`src/rtl/m_mem_access_pkg.sv`:
```
// rtl/m_mem_access_pkg.sv - MEMop encodings, exception codes and FSM states for the M-stage LSU
package m_mem_access_pkg;

  localparam logic [2:0] MEMOP_LW  = 3'd0;
  localparam logic [2:0] MEMOP_LH  = 3'd1;
  localparam logic [2:0] MEMOP_LHU = 3'd2;
  localparam logic [2:0] MEMOP_LB  = 3'd3;
  localparam logic [2:0] MEMOP_LBU = 3'd4;
  localparam logic [2:0] MEMOP_SW  = 3'd5;
  localparam logic [2:0] MEMOP_SH  = 3'd6;
  localparam logic [2:0] MEMOP_SB  = 3'd7;

  localparam logic [4:0] EXC_ADEL = 5'd4;
  localparam logic [4:0] EXC_ADES = 5'd5;

  typedef enum logic [1:0] {
    ST_IDLE  = 2'd0,
    ST_WAIT  = 2'd1,
    ST_DONE  = 2'd2,
    ST_DRAIN = 2'd3
  } state_e;

  function automatic logic is_store(input logic [2:0] op);
    return (op == MEMOP_SW) || (op == MEMOP_SH) || (op == MEMOP_SB);
  endfunction

endpackage

```
`src/rtl/m_load_ext.sv`:
```
// rtl/m_load_ext.sv - selects the addressed lane of a bus word and sign/zero-extends it
module m_load_ext
  import m_mem_access_pkg::*;
(
  input  logic [2:0]  mem_op,
  input  logic [1:0]  addr,
  input  logic [31:0] bus_rdata,
  output logic [31:0] ext_data
);

  logic [7:0]  byte_sel;
  logic [15:0] half_sel;

  always_comb begin
    byte_sel = bus_rdata[8*addr +: 8];
    half_sel = addr[1] ? bus_rdata[31:16] : bus_rdata[15:0];
    case (mem_op)
      MEMOP_LB:  ext_data = {{24{byte_sel[7]}}, byte_sel};
      MEMOP_LBU: ext_data = {24'h0, byte_sel};
      MEMOP_LH:  ext_data = {{16{half_sel[15]}}, half_sel};
      MEMOP_LHU: ext_data = {16'h0, half_sel};
      default:   ext_data = bus_rdata;
    endcase
  end

endmodule

```
`src/rtl/m_mem_access.sv`:
```
// rtl/m_mem_access.sv - memory-stage load/store unit with address checks and bus req/ack handshake
module m_mem_access
  import m_mem_access_pkg::*;
#(
  parameter logic [31:0] DM_TOP  = 32'h0000_2FFF,
  parameter logic [31:0] T0_BASE = 32'h0000_7F00,
  parameter logic [31:0] T1_BASE = 32'h0000_7F10,
  parameter logic [31:0] IG_BASE = 32'h0000_7F20
) (
  input  logic        clk,
  input  logic        reset,
  input  logic        req_valid,
  input  logic [2:0]  mem_op,
  input  logic [31:0] addr,
  input  logic        addr_ovf,
  input  logic [31:0] wdata,
  input  logic        flush,
  output logic        done,
  output logic [31:0] rdata,
  output logic        exc_valid,
  output logic [4:0]  exc_code,
  output logic        stall,
  output logic        bus_req,
  output logic        bus_we,
  output logic [31:0] bus_addr,
  output logic [3:0]  bus_be,
  output logic [31:0] bus_wdata,
  input  logic        bus_ack,
  input  logic [31:0] bus_rdata
);

  state_e      state;
  logic [2:0]  op_q;
  logic [1:0]  lane_q;
  logic [31:0] ext_data;

  logic        st, word_op, half_op, misalign;
  logic        in_dm, in_t0, in_t1, in_ig, in_timer, cnt_reg, exc;
  logic [3:0]  be_n;
  logic [31:0] wd_n;

  m_load_ext u_load_ext (
    .mem_op    (op_q),
    .addr      (lane_q),
    .bus_rdata (bus_rdata),
    .ext_data  (ext_data)
  );

  always_comb begin
    st       = is_store(mem_op);
    word_op  = (mem_op == MEMOP_LW) || (mem_op == MEMOP_SW);
    half_op  = (mem_op == MEMOP_LH) || (mem_op == MEMOP_LHU) || (mem_op == MEMOP_SH);
    misalign = (word_op && (addr[1:0] != 2'b00)) || (half_op && addr[0]);
    in_dm    = (addr <= DM_TOP);
    in_t0    = (addr >= T0_BASE) && (addr <= T0_BASE + 32'd11);
    in_t1    = (addr >= T1_BASE) && (addr <= T1_BASE + 32'd11);
    in_ig    = (addr >= IG_BASE) && (addr <= IG_BASE + 32'd3);
    in_timer = in_t0 || in_t1;
    // COUNT is read-only; only aligned word stores reach this term unflagged
    cnt_reg  = (addr == T0_BASE + 32'd8) || (addr == T1_BASE + 32'd8);
    exc      = misalign || addr_ovf || !(in_dm || in_timer || in_ig) ||
               (in_timer && !word_op) || (in_timer && st && cnt_reg);

    be_n = 4'b1111;
    wd_n = 32'h0;
    case (mem_op)
      MEMOP_SW: wd_n = wdata;
      MEMOP_SH: begin
        be_n = addr[1] ? 4'b1100 : 4'b0011;
        wd_n = {2{wdata[15:0]}};
      end
      MEMOP_SB: begin
        be_n = 4'b0001 << addr[1:0];
        wd_n = {4{wdata[7:0]}};
      end
      default: ;
    endcase
  end

  assign stall = req_valid & ~done;

  always_ff @(posedge clk or negedge reset) begin
    if (!reset) begin
      state     <= ST_IDLE;
      op_q      <= 3'd0;
      lane_q    <= 2'd0;
      done      <= 1'b0;
      rdata     <= 32'h0;
      exc_valid <= 1'b0;
      exc_code  <= 5'd0;
      bus_req   <= 1'b0;
      bus_we    <= 1'b0;
      bus_addr  <= 32'h0;
      bus_be    <= 4'b0;
      bus_wdata <= 32'h0;
    end else begin
      case (state)
        ST_IDLE: begin
          if (req_valid && !flush) begin
            op_q   <= mem_op;
            lane_q <= addr[1:0];
            if (exc) begin
              exc_valid <= 1'b1;
              exc_code  <= st ? EXC_ADES : EXC_ADEL;
              done      <= 1'b1;
              state     <= ST_DONE;
            end else begin
              bus_req   <= 1'b1;
              bus_we    <= st;
              bus_addr  <= {addr[31:2], 2'b00};
              bus_be    <= be_n;
              bus_wdata <= wd_n;
              state     <= ST_WAIT;
            end
          end
        end
        ST_WAIT: begin
          // flush wins over ack: the cancelled access must not signal done
          if (flush) begin
            if (bus_ack) begin
              bus_req <= 1'b0;
              state   <= ST_IDLE;
            end else begin
              state <= ST_DRAIN;
            end
          end else if (bus_ack) begin
            bus_req <= 1'b0;
            rdata   <= ext_data;
            done    <= 1'b1;
            state   <= ST_DONE;
          end
        end
        ST_DRAIN: begin
          if (bus_ack) begin
            bus_req <= 1'b0;
            state   <= ST_IDLE;
          end
        end
        ST_DONE: begin
          done      <= 1'b0;
          exc_valid <= 1'b0;
          exc_code  <= 5'd0;
          state     <= ST_IDLE;
        end
        default: state <= ST_IDLE;
      endcase
    end
  end

endmodule

```
`config.mk`:
```
export PLATFORM = sky130hd
export DESIGN_NAME = m_mem_access
export DESIGN_NICKNAME = d
export VERILOG_FILES = /design/src/rtl/m_mem_access_pkg.sv /design/src/rtl/m_load_ext.sv /design/src/rtl/m_mem_access.sv
export SDC_FILE = /design/constraint.sdc
export NUM_CORES = 1
export LEC_CHECK = 0
export BUFFER_PORTS_ARGS = -buffer_cell sky130_fd_sc_hd__clkbuf_2
export CAP_MARGIN = 10
export CORE_MARGIN = 3
export CORE_UTILIZATION = 27
export DETAILED_ROUTE_END_ITERATION = 6
export SYNTH_ARGS = -nofsm -noshare
export SYNTH_HDL_FRONTEND = slang
export SYNTH_SLANG_ARGS = --single-unit
```
`constraint.sdc`:
```
create_clock -name clk -period 5.4 [get_ports clk]
set_input_delay 0.27 -clock clk [delete_from_list [all_inputs] [get_ports clk]]
set_output_delay 0.27 -clock clk [all_outputs]
set_load 0.1 [all_outputs]
```
-- Word-level counts from Yosys, hierarchy flattened
Index checks and enable logic that the tools add are counted.
- input bits: 105
- logic and storage cells: 113
- output and inout bits: 110
- flip-flop bits (word level): 114
- bitwise logic cells: 4
- order comparisons: 7
- shift-type cells: 2
- equality and inequality tests: 22
- reductions and logical operators: 40
- multiplexer cells: 26
- operator list (kind ; count):
    case mux 32 bit (4 select lines) ; 1
    >= comparator 32 x 15 -> 1 bit, second input constant ; 3
    <= comparator 32 x 15 -> 1 bit, second input constant ; 3
    case mux 32 bit (3 select lines) ; 1
    equality test 32 x 15 -> 1 bit, second input constant ; 2
    <= comparator 32 x 14 -> 1 bit, second input constant ; 1
    indexed part select 32 x 6 -> 8 bit ; 1
    two-way mux 16 bit ; 1
    logical OR 1 bit ; 14
    equality test 3 bit, second input constant ; 4
    two-way mux 2 bit ; 6
    inequality test 2 bit, second input constant ; 6
    AND reduction 3 bit ; 4
    two-way mux 5 bit ; 2
    case mux 5 bit (2 select lines) ; 1
    equality test 3 x 2 -> 1 bit, second input constant ; 3
    logical AND 1 bit ; 9
    two-way mux 1 bit ; 8
    case mux 2 bit (4 select lines) ; 1
    case mux 4 bit (2 select lines) ; 1
    equality test 3 x 1 -> 1 bit, second input constant ; 2
    nonzero test 2 bit ; 3
    AND reduction 5 bit ; 1
    equality test 2 bit, second input constant ; 2
    other kinds (16) ; 21

-- Longest topological paths before layout
Gate-level depths: netlist of run 1.
- depth after elaboration: 12
- gate-level depth with buffers: 7
- depth with buffers taken out: 5

-- Hierarchy
Synthesis of run 1 repeated with hierarchy kept, for this count alone.
- cell total of the unflattened synthesis: 492
- area total of the unflattened synthesis: 5675.4 µm²
- by module, submodules not included (module ; sequential area each (µm²) ; instances ; area an instance (µm²) ; cells each):
    m_mem_access ; 2752.6 ; 1 ; 4847.1 ; 385
    m_load_ext ; 0.0 ; 1 ; 828.3 ; 107

-- Worst setup path before layout of run 1
No wires, ideal clock.
- path kind: reg-to-output
- start point: reg done
- end point: out stall
- data arrival time: 2.233 ns
- slack: 2.897 ns
- cell stages (with the launch flop): 2
- data required time: 5.130 ns
- buffers on the path: 0
- path through: dfrtp_1 -> nor2b_1
- longest elaborated chain between the ends: 2
- RTL lines (item ; RTL line ; source):
    start: declaration ; m_mem_access.sv:18 ; output logic done,
    start signal: assignment ; m_mem_access.sv:87 ; done <= 1'b0;
    start signal: assignment ; m_mem_access.sv:105 ; done <= 1'b1;
    start signal: assignment ; m_mem_access.sv:129 ; done <= 1'b1;
    inverter 1 bit ; m_mem_access.sv:80 ; assign stall = req_valid & ~done;
    AND 1 bit ; m_mem_access.sv:80 ;
    end: declaration ; m_mem_access.sv:22 ; output logic stall,
No other way between the ends.

-- Final worst setup path of run 1
- start point: reg state[1]
- end point: reg bus_addr[4]
- longest elaborated chain between the ends: 2
- RTL lines (item ; RTL line ; source):
    start: declaration ; m_mem_access.sv:32 ; state_e state;
    start signal: assignment ; m_mem_access.sv:84 ; state <= ST_IDLE;
    start signal: assignment ; m_mem_access.sv:106 ; state <= ST_DONE;
    start signal: assignment ; m_mem_access.sv:113 ; state <= ST_WAIT;
    zero test 2 bit ; m_mem_access.sv:97 ; case (state)
    AND reduction 3 bit (no source line) ; - ;
    end signal: assignment ; m_mem_access.sv:110 ; bus_addr <= {addr[31:2], 2'b00};
    end: declaration ; m_mem_access.sv:25 ; output logic [31:0] bus_addr,
No other way between the ends.
A chain may end at the register's enable or synchronous reset.

==> metrics.md, run 1 <==
| Metric | Value |
|---|---|
| Outcome | `finished, final reports clean` |
| Fin crit period | `2930 ps` |
| Final Hold Viols | `0` |
| Root Buffer | `clkbuf_16` |
| Row count | `52` |
| CTS Hold Bufs | `1` |
| Core Box Area | `20,500 sq um` |
| Total grt overflow | `0` |
| CTS tree | `done` |
| Fillers | `2,113` |
| CP required | `5640 ps` |
| Synth cell types | `54` |
| Syn_area_per_cell | `10.1 sq um` |
| Reg2reg start | `state[1]` |
| Peak per-stage delay on the critical path | `890 ps` |
| 1st-iter DRT viols | `291` |
| R2R Path End | `bus_addr[4]` |
| RSZ-0062 raised after global routing | `false` |
| Setup violations, final | `0` |
| Register area | `2750 sq um` |
| Multi-input gate area | `2690 sq um` |
| Worst Setup EP | `bus_addr[4]` |
| Pwr Total | `2.12 mW` |
| CP Data Arrival Time | `3170 ps` |
| Reg-to-reg slack, setup | `2470 ps` |
| CP Cell Sequence | `nor2_1, and3_1, nand3_4, mux2_4` |
| Clk_skew | `12.4 ps` |
| Post-synthesis sequential area ratio | `48.3%` |
| Initial antenna violation count | `1` |
| Ys flop type | `dfrtp_1` |
| Vias per cell | `4.66` |
| Total number of vias | `4,784` |
| Initial Util | `27.8%` |
| Worst slew pin tran | `1110 ps` |
| Post-synthesis cell area | `5700 sq um` |
| Max frequency | `341 MHz` |
| Slowest-stage cell, CP | `nand3_4` |
| Worst hold path type | `in2reg` |
| Crit path buf inv count | `0` |
| Layout Utilization | `35.3%` |
| Clock-pin slew on the worst setup and hold paths | `90 ps` |
| Routed Antenna Nets | `0` |
| Worst Reg-to-Reg Cells | `4` |
| Most frequent cells in the layout | `clkbuf_2, dfrtp_1, nand2_1, o21ai_0, a21oi_1` |
| Power density cells | `293 nW/um^2` |
| Total routed wirelength | `16,600 microns` |
| CP startpoint kind | `register` |
| Placement Setup Slack | `2260 ps` |
| Nets | `855` |
| Stages on worst setup path | `4` |
| Beginning of the critical path | `state[1]` |
| FFs w/ async S/R, synth | `100%` |
| Fraction of layout cells with a size suffix above 1 | `37.9%` |
| Die area | `22,900 sq um` |
| Clock insertion delay at the later pin of the skew report | `370 ps` |
| MaxCap Viol Count | `0` |
| Seq cells post-synth | `110` |
| Pleak | `3.74 nW` |
| Maximum fanout along the worst path | `68` |
| Largest net degree at the start of global routing | `69` |
| PostCTS Resize Cnt | `0` |
| Vias in the first global route | `4,650` |
| Die Width | `151 microns` |
| Worst setup EP type | `register` |
| All-Layer GR Usage | `14.3%` |
| Setup TNS | `0 ps` |
| Worst relative slew slack | `26.1%` |
| Final WS setup | `2470 ps` |
| First-pass GRT wire length | `25,700 microns` |
| DRC Markers | `0` |
| Clock Sinks | `110` |
| Routed WL per cell | `16.1 microns` |
| TritonCTS Buffers | `9` |
| Kind of critical path | `reg2reg` |
| Routability congestion estimate | `0.801` |
| Die Height | `151 microns` |
| Post-Synthesis Cells | `563` |
| Slew Limit Fails | `0` |
| Post-CTS setup repair buffer count | `0` |
| Ports | `215` |
| YS warnings | `0` |
| Synth-to-layout area growth | `26.9%` |
| Drt pass-1 iters | `4` |
| Htree depth | `3` |
| PortBufs | `209` |
| DP HPWL | `12,400 microns` |
| Clock Tree Buf Depth | `2` |
| Peak VDD IR | `0.135 mV` |
| Post-synth EDFFs | `0` |
| WHS | `128 ps` |
| Delay-heaviest family, CP | `simple AND/OR/NAND/NOR gates` |
| Commonest non-fill, non-tap cell in the layout | `clkbuf_2` |
| Tcrit/Tclk final | `54.3%` |
==> how the worst min path moves through the flow <==
stage | from | end | slack, ps | cells past startpoint
3_3_place_gp | reset | rdata[5] | 380 | 1
5_1_grt | wdata[6] | bus_wdata[6] | 130 | 3
4_1_cts | wdata[6] | bus_wdata[6] | 110 | 3
2_1_floorplan | reset | bus_addr[10] | -30 | 0
6_report | wdata[6] | bus_wdata[6] | 130 | 3
3_5_place_dp | reset | rdata[5] | 380 | 1
==> report_power, final <==
part,leakage [nW],internal (mW),switching [mW],total (mW)
logic,2.13,0.132,0.382,0.513
clock network,0.156,0.340,0.368,0.709
registers,1.46,0.852,0.0449,0.897
==> final cells by class <==
type	instances	share of cell area (%)
diodes	1	0.0346
clock buffers	9	3.12
clock inverters	7	1.33
inverters	13	0.675
multi-input cells	404	37.2
flip-flops and latches	110	38.1
well taps	270	4.67
repair buffers	212	14.8
==> tightest hold or removal path, cell delays in order <==
cell      delay (ps)
clkbuf_2          90
nand2_1           50
mux2i_1           50
==> per-layer routing <==
metal / part of all wire, % / track usage (%) / up-vias
met2: 47 / 22.1 / 136
met3: 4.9 / 2.45 / 32
met4: 3.3 / 5.80 / 0
met1: 45 / 19.8 / 2282
li1: - / - / 2334
met5: 0 / 0 / -
==> per-stage QoR <==
stage | cell area, sq um | instances
CTS | 7230 | 1025
detailed placement | 6900 | 1008
global placement | 6900 | 1008
global route | 7230 | 1026
finish | 7230 | 1026
floorplan | 5710 | 567
==> Yosys cell counts, drive strengths merged (3+ instances only) <==
library cell	number	share of area (%)
a31oi	3	0.44
a211o	4	0.61
mux2i	9	1.6
nor2b	30	3.3
a211oi	4	0.61
nor3	3	0.35
mux2	48	11
o221ai	4	0.61
a21oi	47	4.1
buf	20	2.6
nor2	37	2.4
inv	13	0.86
o21a	4	0.53
o21ai	50	4.4
o31ai	4	0.53
a21boi	16	2.1
nand2	52	3.4
and2	26	2.9
nand4	3	0.33
nand3	15	1.5
nor4	3	0.33
xnor2	3	0.46
or2	6	0.66
nand2b	4	0.44
dfrtp	110	48
clkbuf	20	1.3
==> kinds of logic (layout without fill, tap and decap cells) <==
group                  Yosys count  count (layout)  synth area share, %
AO/OA/AOI/OAI                  152             152                 16.4
XOR/XNOR                         3               3                0.461
buffers and inverters           53             241                 4.79
flip-flops                     110             110                 48.3
multiplexers                    58              58                 13.4
other                            1               6               0.0658
AND/OR/NAND/NOR                186             186                 16.6
==> sequential cells by signal, indices dropped and copies added (netlist names) <==
| signal | cells |
|---|---|
| bus_req | 1 |
| op_q | 3 |
| done | 1 |
| state | 2 |
| bus_addr | 30 |
| lane_q | 2 |
| exc_code | 2 |
| bus_be | 4 |
| rdata | 32 |
| bus_we | 1 |
| bus_wdata | 32 |
(Power assumes the default switching activity.)
==> inputs of run 2 (changes only) <==
--- a/config.mk
+++ b/config.mk
@@ -5,6 +5,7 @@
 export SDC_FILE = /design/constraint.sdc
 export NUM_CORES = 1
 export LEC_CHECK = 0
+export ABC_AREA = 1
 export BUFFER_PORTS_ARGS = -buffer_cell sky130_fd_sc_hd__clkbuf_2
 export CAP_MARGIN = 10
 export CORE_MARGIN = 3
==> constraint.sdc (replaced) <==
create_clock -name clk -period 2.4 [get_ports clk]
set_input_delay 0.12 -clock clk [delete_from_list [all_inputs] [get_ports clk]]
set_output_delay 0.12 -clock clk [all_outputs]
set_load 0.1 [all_outputs]
==> run 2 against run 1 <==
Combinational power rose to 3.6 times the previous value. Critical path depth is 6 higher. Routed wire length is 0.18% lower. Setup slack worse by 2200 ps. Clock skew is 2.9 ps lower. Largest cell class unchanged.
==> metrics.md, run 2 <==
| Metric | Value |
|---|---|
| Outcome | `finished, final reports clean` |
| CP startpoint kind | `input pin` |
| PortBufs | `209 (unchanged)` |
| Total routed wirelength | `16,500 microns (-0.18%)` |
| Fillers | `2,127 (+0.66%)` |
| Die Width | `148 microns (-2.0%)` |
| Initial Util | `27.8% (about the same)` |
| Peak VDD IR | `0.273 mV (+100%)` |
| Post-synth EDFFs | `0 (unchanged)` |
| Final Hold Viols | `0 (unchanged)` |
| Ports | `215 (unchanged)` |
| Commonest non-fill, non-tap cell in the layout | `clkbuf_2` |
| Most frequent cells in the layout | `clkbuf_2, nand2_1, inv_1, nor2_1, dfrtp_1` |
| MaxCap Viol Count | `0 (unchanged)` |
| Syn_area_per_cell | `7.45 sq um (-26%)` |
| Core Box Area | `19,700 sq um (-4.1%)` |
| 1st-iter DRT viols | `177 (-39%)` |
| Yosys top cell by area | `dfrtp_1` |
| Synth top area share | `50.4% (+2.1 points)` |
| Final cell count without fillers | `1,228 (+20%)` |
| Worst relative slew slack | `60.4% (+34 points)` |
| Largest regs | `bus_wdata x32, rdata x32, bus_addr x30` |
| Tcrit/Tclk final | `90.5%` |
| Largest net degree at the start of global routing | `59 (-14%)` |
| Routed WL per cell | `13.5 microns (-17%)` |
| Power density cells | `768 nW/um^2 (+160%)` |
| Routability congestion estimate | `0.853 (+6.6%)` |
| TritonCTS Buffers | `9 (unchanged)` |
| Kind of critical path | `in2reg` |
| RSZ-0062 raised after global routing | `false` |
| Setup TNS | `0 ps (unchanged)` |
| Clock Sinks | `110 (unchanged)` |
| Seq cells post-synth | `110 (unchanged)` |
| Top post-synthesis cells by area | `dfrtp_1, nand2_1, inv_1` |
| Post-Synthesis Cells | `734 (+30%)` |
| CP Data Arrival Time | `2460 ps (-710 ps)` |
| Post-synthesis sequential area ratio | `50.4% (+2.1 points)` |
| Crit path buf inv count | `2 (+2)` |
| Clock insertion delay at the later pin of the skew report | `350 ps (-20 ps)` |
| # diodes | `0 (-1)` |
| Total grt overflow | `0 (unchanged)` |
| CP required | `2690 ps (-2950 ps)` |
| Ys flop type | `dfrtp_1` |
| Most common cell in the netlist | `nand2_1` |
| CTS tree | `done` |
| Die Height | `148 microns (-2.0%)` |
| Peak per-stage delay on the critical path | `530 ps (-360 ps)` |
| Worst slew pin tran | `597 ps (-511 ps)` |
| Die area | `22,000 sq um (-3.9%)` |
| Synth cell types | `31 (-43%)` |
| Fraction of layout cells with a size suffix above 1 | `26.4% (-12 points)` |
| Clk_skew | `9.49 ps (-2.90 ps)` |
| Reg-to-reg slack, setup | `480 ps (-1990 ps)` |
| Total number of vias | `5,293 (+11%)` |
| First-pass GRT wire length | `26,500 microns (+3.2%)` |
| Synth top cells by count | `nand2_1, inv_1, nor2_1, dfrtp_1, o21ai_0` |
| Fin crit period | `2170 ps` |
| Clock-pin slew on the worst setup and hold paths | `80 ps (about the same)` |
| FFs w/ async S/R, synth | `100% (unchanged)` |
| DP HPWL | `12,600 microns (+2.1%)` |
| Worst setup EP type | `register` |
| Synth-to-layout area growth | `33.1%` |
| Setup violations, final | `0 (unchanged)` |
| Row count | `51 (-1.9%)` |
| CP Cell Sequence | `dlygate4sd3_1, clkbuf_2, nand4_1, nor2_1, nand3_1, nand3_1, nand3_2, nor2_4, nand2_1, nand2_1` |
| Clock Tree Buf Depth | `2 (unchanged)` |
| Nets | `1,063 (+24%)` |
| Vias in the first global route | `5,218 (+12%)` |
| Routed Antenna Nets | `0 (unchanged)` |
| Slew Limit Fails | `0 (unchanged)` |
| Htree depth | `3 (unchanged)` |
| All-Layer GR Usage | `15.1% (+0.82 points)` |
| Post-synthesis cell area | `5470 sq um (-4.1%)` |
| Initial antenna violation count | `0 (-1)` |
| Root Buffer | `clkbuf_16` |
| DRC Markers | `0 (unchanged)` |
| Slowest-stage cell, CP | `dlygate4sd3_1` |
| Drt pass-1 iters | `4 (unchanged)` |
| Maximum fanout along the worst path | `24 (-65%)` |
| Delay-heaviest family, CP | `simple AND/OR/NAND/NOR gates` |
| Vias per cell | `4.31 (-7.6%)` |
| Max frequency | `460 MHz` |
| WHS | `14.2 ps (-114 ps)` |
| Worst hold path type | `in2reg` |
| YS warnings | `0 (unchanged)` |
| DP Cell Count | `1,197 (+19%)` |
| Pleak | `4.11 nW (+10%)` |
[run 2: path summary, 6_finish.rpt]
| kind | start | end | depth (start not counted) |
|---|---|---|---|
| worst max-delay path | addr[8] | bus_wdata[15] | 10 |
| worst min-delay path | bus_rdata[21] | rdata[21] | 3 |
| worst max register to register | state[1] | bus_wdata[15] | 7 |
| worst min register to register | exc_code[0] | exc_code[0] | 2 |
| max in group asynchronous | reset | op_q[1] | 3 |
| min in group asynchronous | reset | rdata[10] | 2 |
[run 2: area by class of cell]
type / instances / area (sq um) / share of cell area (%)
Tap cell: 265 / 332 / 4.56
Clock buffer: 10 / 239 / 3.29
Clock inverter: 6 / 83.8 / 1.15
Multi-Input combinational cell: 478 / 2070 / 28.5
Timing Repair Buffer: 240 / 1340 / 18.5
Inverter: 119 / 449 / 6.17
Sequential cell: 110 / 2750 / 37.8
[run 2: routing by layer]
layer	vias to the layer above	global-route usage, %	share of wire, %	wire length (microns)
li1	2699	-	-	-
met1	2384	19.7	45	7490
met2	200	24.8	45	7490
met3	10	3.96	8.2	1360
met4	0	4.39	1.2	193
met5	-	0	0	0
[run 2: kinds of logic after synthesis]
logic type / after synthesis / synth area share (%)
AND/OR/NAND/NOR: 345 / 25.1
AO/OA/AOI/OAI: 128 / 12.4
other: 1 / 0.0686
buffers and inverters: 150 / 12.0
flip-flops: 110 / 50.4
[run 2: repair_timing]
| item | CTS | global route |
|---|---|---|
| setup buffers | 0 | 0 |
| hold endpoints to repair | 54 | 0 |
| gates resized for setup | 0 | 2 |
| hold buffers | 15 | 0 |
| setup endpoints to repair | 0 | 4 |
[run 2: tightest hold or removal path: cells and delay by family]
family	cells	cell delay, ps
AND/OR/NAND/NOR	1	60
AO/OA/AOI/OAI	1	60
buffers and inverters	1	90
[run 2: report_power, final]
group          internal [mW]  leakage, nW  switching, mW  total [mW]
clock network          0.943        0.163          0.704        1.65
logic                  0.467         2.61           1.40        1.86
registers               1.96         1.34          0.115        2.07
[run 2: metrics by stage]
step                      area (sq um)  utilization, %  setup slack (ps)  power (mW)
final                             7270            37.0               227        5.58
after global routing              7270            37.0              10.5        5.91
after CTS                         7270            37.0               151        5.63
after detailed placement          6800            34.6               314        3.95
after global placement            6800            34.6               371        3.95
after floorplan                   5480               -               125        3.42
==> inputs of run 3 (changes only) <==
--- a/config.mk
+++ b/config.mk
@@ -6,11 +6,12 @@
 export NUM_CORES = 1
 export LEC_CHECK = 0
 export ABC_AREA = 1
-export BUFFER_PORTS_ARGS = -buffer_cell sky130_fd_sc_hd__clkbuf_2
+export BUFFER_PORTS_ARGS = -buffer_cell sky130_fd_sc_hd__buf_4
 export CAP_MARGIN = 10
 export CORE_MARGIN = 3
 export CORE_UTILIZATION = 27
 export DETAILED_ROUTE_END_ITERATION = 6
+export SKIP_CTS_REPAIR_TIMING = 1
 export SYNTH_ARGS = -nofsm -noshare
 export SYNTH_HDL_FRONTEND = slang
 export SYNTH_SLANG_ARGS = --single-unit
==> run 3 against run 2 <==
Routed wire length increased by 3.3%. Count of clock-buffer cells in the layout did not move. Die area unchanged. Sequential power barely moved. First-iteration DRC count increased by 15%. Critical path depth did not move. Utilization rose by 2.7 points. Combinational power rose by 5%. Critical path type unchanged. Largest cell class unchanged.
==> metrics.md, run 3 (synthesis gave the netlist of run 2 again) <==
| Metric | Value |
|---|---|
| Die Width | `148 microns (unchanged)` |
| Vias in the first global route | `5,042 (-3.4%)` |
| R2R Path End | `bus_addr[8]` |
| Maximum fanout along the worst path | `21 (-13%)` |
| 1st-iter DRT viols | `203 (+15%)` |
| Worst slew pin tran | `609 ps (+11.5 ps)` |
| Die area | `22,000 sq um (unchanged)` |
| Slew Limit Fails | `0 (unchanged)` |
| Clock insertion delay at the later pin of the skew report | `350 ps (about the same)` |
| MaxCap Viol Count | `0 (unchanged)` |
| Ports | `215 (unchanged)` |
| Worst setup EP type | `register` |
| First-pass GRT wire length | `26,300 microns (-0.73%)` |
| Worst hold path type | `in2reg` |
| CP Data Arrival Time | `2400 ps (-60 ps)` |
| Most frequent cells in the layout | `buf_4, nand2_1, inv_1, nor2_1, dfrtp_1` |
| Max frequency | `474 MHz (+2.9%)` |
| CP required | `2690 ps (about the same)` |
| Fillers | `2,080 (-2.2%)` |
| Clock Sinks | `110 (unchanged)` |
| Clock Tree Buf Depth | `2 (unchanged)` |
| Die Height | `148 microns (unchanged)` |
| CP startpoint kind | `input pin` |
| Total routed wirelength | `17,100 microns (+3.3%)` |
| Core Box Area | `19,700 sq um (unchanged)` |
| Final Hold Viols | `0 (unchanged)` |
| Reg-to-reg slack, setup | `520 ps (+40 ps)` |
| Largest net degree at the start of global routing | `47 (-20%)` |
| Post-Layout Inst Area | `7810 sq um (+7.4%)` |
| Worst relative slew slack | `59.4% (-0.94 points)` |
| Pwr Total | `5.81 mW (+4.0%)` |
| Pleak | `4.26 nW (+3.6%)` |
| PortBufs | `209 (unchanged)` |
| Drt pass-1 iters | `5 (+1)` |
| Initial Util | `27.8% (unchanged)` |
| Hold_sp | `bus_rdata[29]` |
| Tcrit/Tclk final | `88.0% (-2.5 points)` |
| Outcome | `finished, final reports clean` |
| Largest regs | `bus_wdata x32, rdata x32, bus_addr x30` |
| DP HPWL | `13,000 microns (+3.2%)` |
| Fin crit period | `2110 ps (-61.1 ps)` |
| Initial antenna violation count | `0 (unchanged)` |
| Row count | `51 (unchanged)` |
| Total grt overflow | `0 (unchanged)` |
| Clock-pin slew on the worst setup and hold paths | `80 ps (about the same)` |
| Commonest non-fill, non-tap cell in the layout | `buf_4` |
| DP Area | `7330 sq um (+7.8%)` |
| Peak per-stage delay on the critical path | `540 ps (about the same)` |
| Routed Antenna Nets | `0 (unchanged)` |
| CP Cell Sequence | `dlygate4sd3_1, buf_4, nand4_1, nor2_1, nand3_1, nand3_1, nand3_2, inv_2, nand2_1, nand2_1` |
| Root Buffer | `clkbuf_16` |
| Reg2reg start | `state[1]` |
| Routed WL per cell | `13.9 microns (+3.3%)` |
| Depth of the worst hold-timing path | `3 (unchanged)` |
| # diodes | `0 (unchanged)` |
| Slowest-stage cell, CP | `dlygate4sd3_1` |
| Peak VDD IR | `0.333 mV (+22%)` |
| Hold path endpoint | `rdata[29]` |
| Synth-to-layout area growth | `42.9%` |
| Layout Utilization | `39.8% (+2.7 points)` |
| Setup violations, final | `0 (unchanged)` |
| Kind of critical path | `in2reg` |
| Clk_skew | `7.64 ps (-1.85 ps)` |
| All-Layer GR Usage | `14.9% (-0.18 points)` |
| RSZ-0062 raised after global routing | `false` |
| Vias per cell | `4.39 (+1.7%)` |
| Routability congestion estimate | `0.847 (-0.73%)` |
| Nets | `1,062 (-0.094%)` |
| CTS tree | `done` |
| Htree depth | `3 (unchanged)` |
| TritonCTS Buffers | `9 (unchanged)` |
| Fraction of layout cells with a size suffix above 1 | `26.5% (+0.13 points)` |
| Power density cells | `743 nW/um^2 (-3.2%)` |
| Worst Reg-to-Reg Cells | `7 (unchanged)` |
| Total number of vias | `5,381 (+1.7%)` |
| Setup TNS | `0 ps (unchanged)` |
| DRC Markers | `0 (unchanged)` |
[run 3: critical path, delay by kind of cell]
family	cells	cell delay, ps
buffers and inverters	3	1100
AND/OR/NAND/NOR	7	1170
[run 3: final cells by class]
type	instances	area, sq um	area share (%)
flip-flops and latches	110	2750	35.2
multi-input cells	478	2070	26.6
repair buffers	239	1850	23.7
inverters	119	447	5.72
well taps	265	332	4.24
clock buffers	10	239	3.06
clock inverters	6	116	1.49
[run 3: worst max path at each step]
| stage | end | from | depth (start not counted) | slack, ps |
|---|---|---|---|---|
| finish | bus_addr[8] | addr[9] | 10 | 290 |
| global route | bus_addr[10] | addr[9] | 10 | 110 |
| CTS | bus_addr[8] | state[1] | 7 | 500 |
| detailed placement | bus_addr[11] | addr_ovf | 11 | 420 |
| global placement | bus_addr[9] | addr_ovf | 11 | 460 |
| floorplan | stall | done | 1 | 120 |
[run 3: where the power goes]
| part | total, mW | leakage [nW] | switching, mW | internal, mW |
|---|---|---|---|---|
| clock network | 1.78 | 0.174 | 0.716 | 1.06 |
| registers | 2.08 | 1.34 | 0.118 | 1.96 |
| logic | 1.95 | 2.74 | 1.40 | 0.554 |
| total | 5.81 | 4.26 | 2.24 | 3.57 |
[run 3: layer usage]
metal	global-route usage, %	up-vias	share of wire [%]	wire (microns)
li1	-	2699	-	-
met1	20.5	2458	45	7600
met2	22.4	210	44	7480
met3	5.06	14	10	1730
met4	4.48	0	1.5	259
met5	0	-	0	0
[run 3: metrics by stage]
step / hold WS (ps) / cells / setup slack [ps]
2_1_floorplan: -176 / 738 / 125
3_3_place_gp: 175 / 1198 / 457
3_5_place_dp: 179 / 1198 / 424
4_1_cts: -205 / 1214 / 503
5_1_grt: 23.9 / 1227 / 112
6_report: 22.8 / 1227 / 288
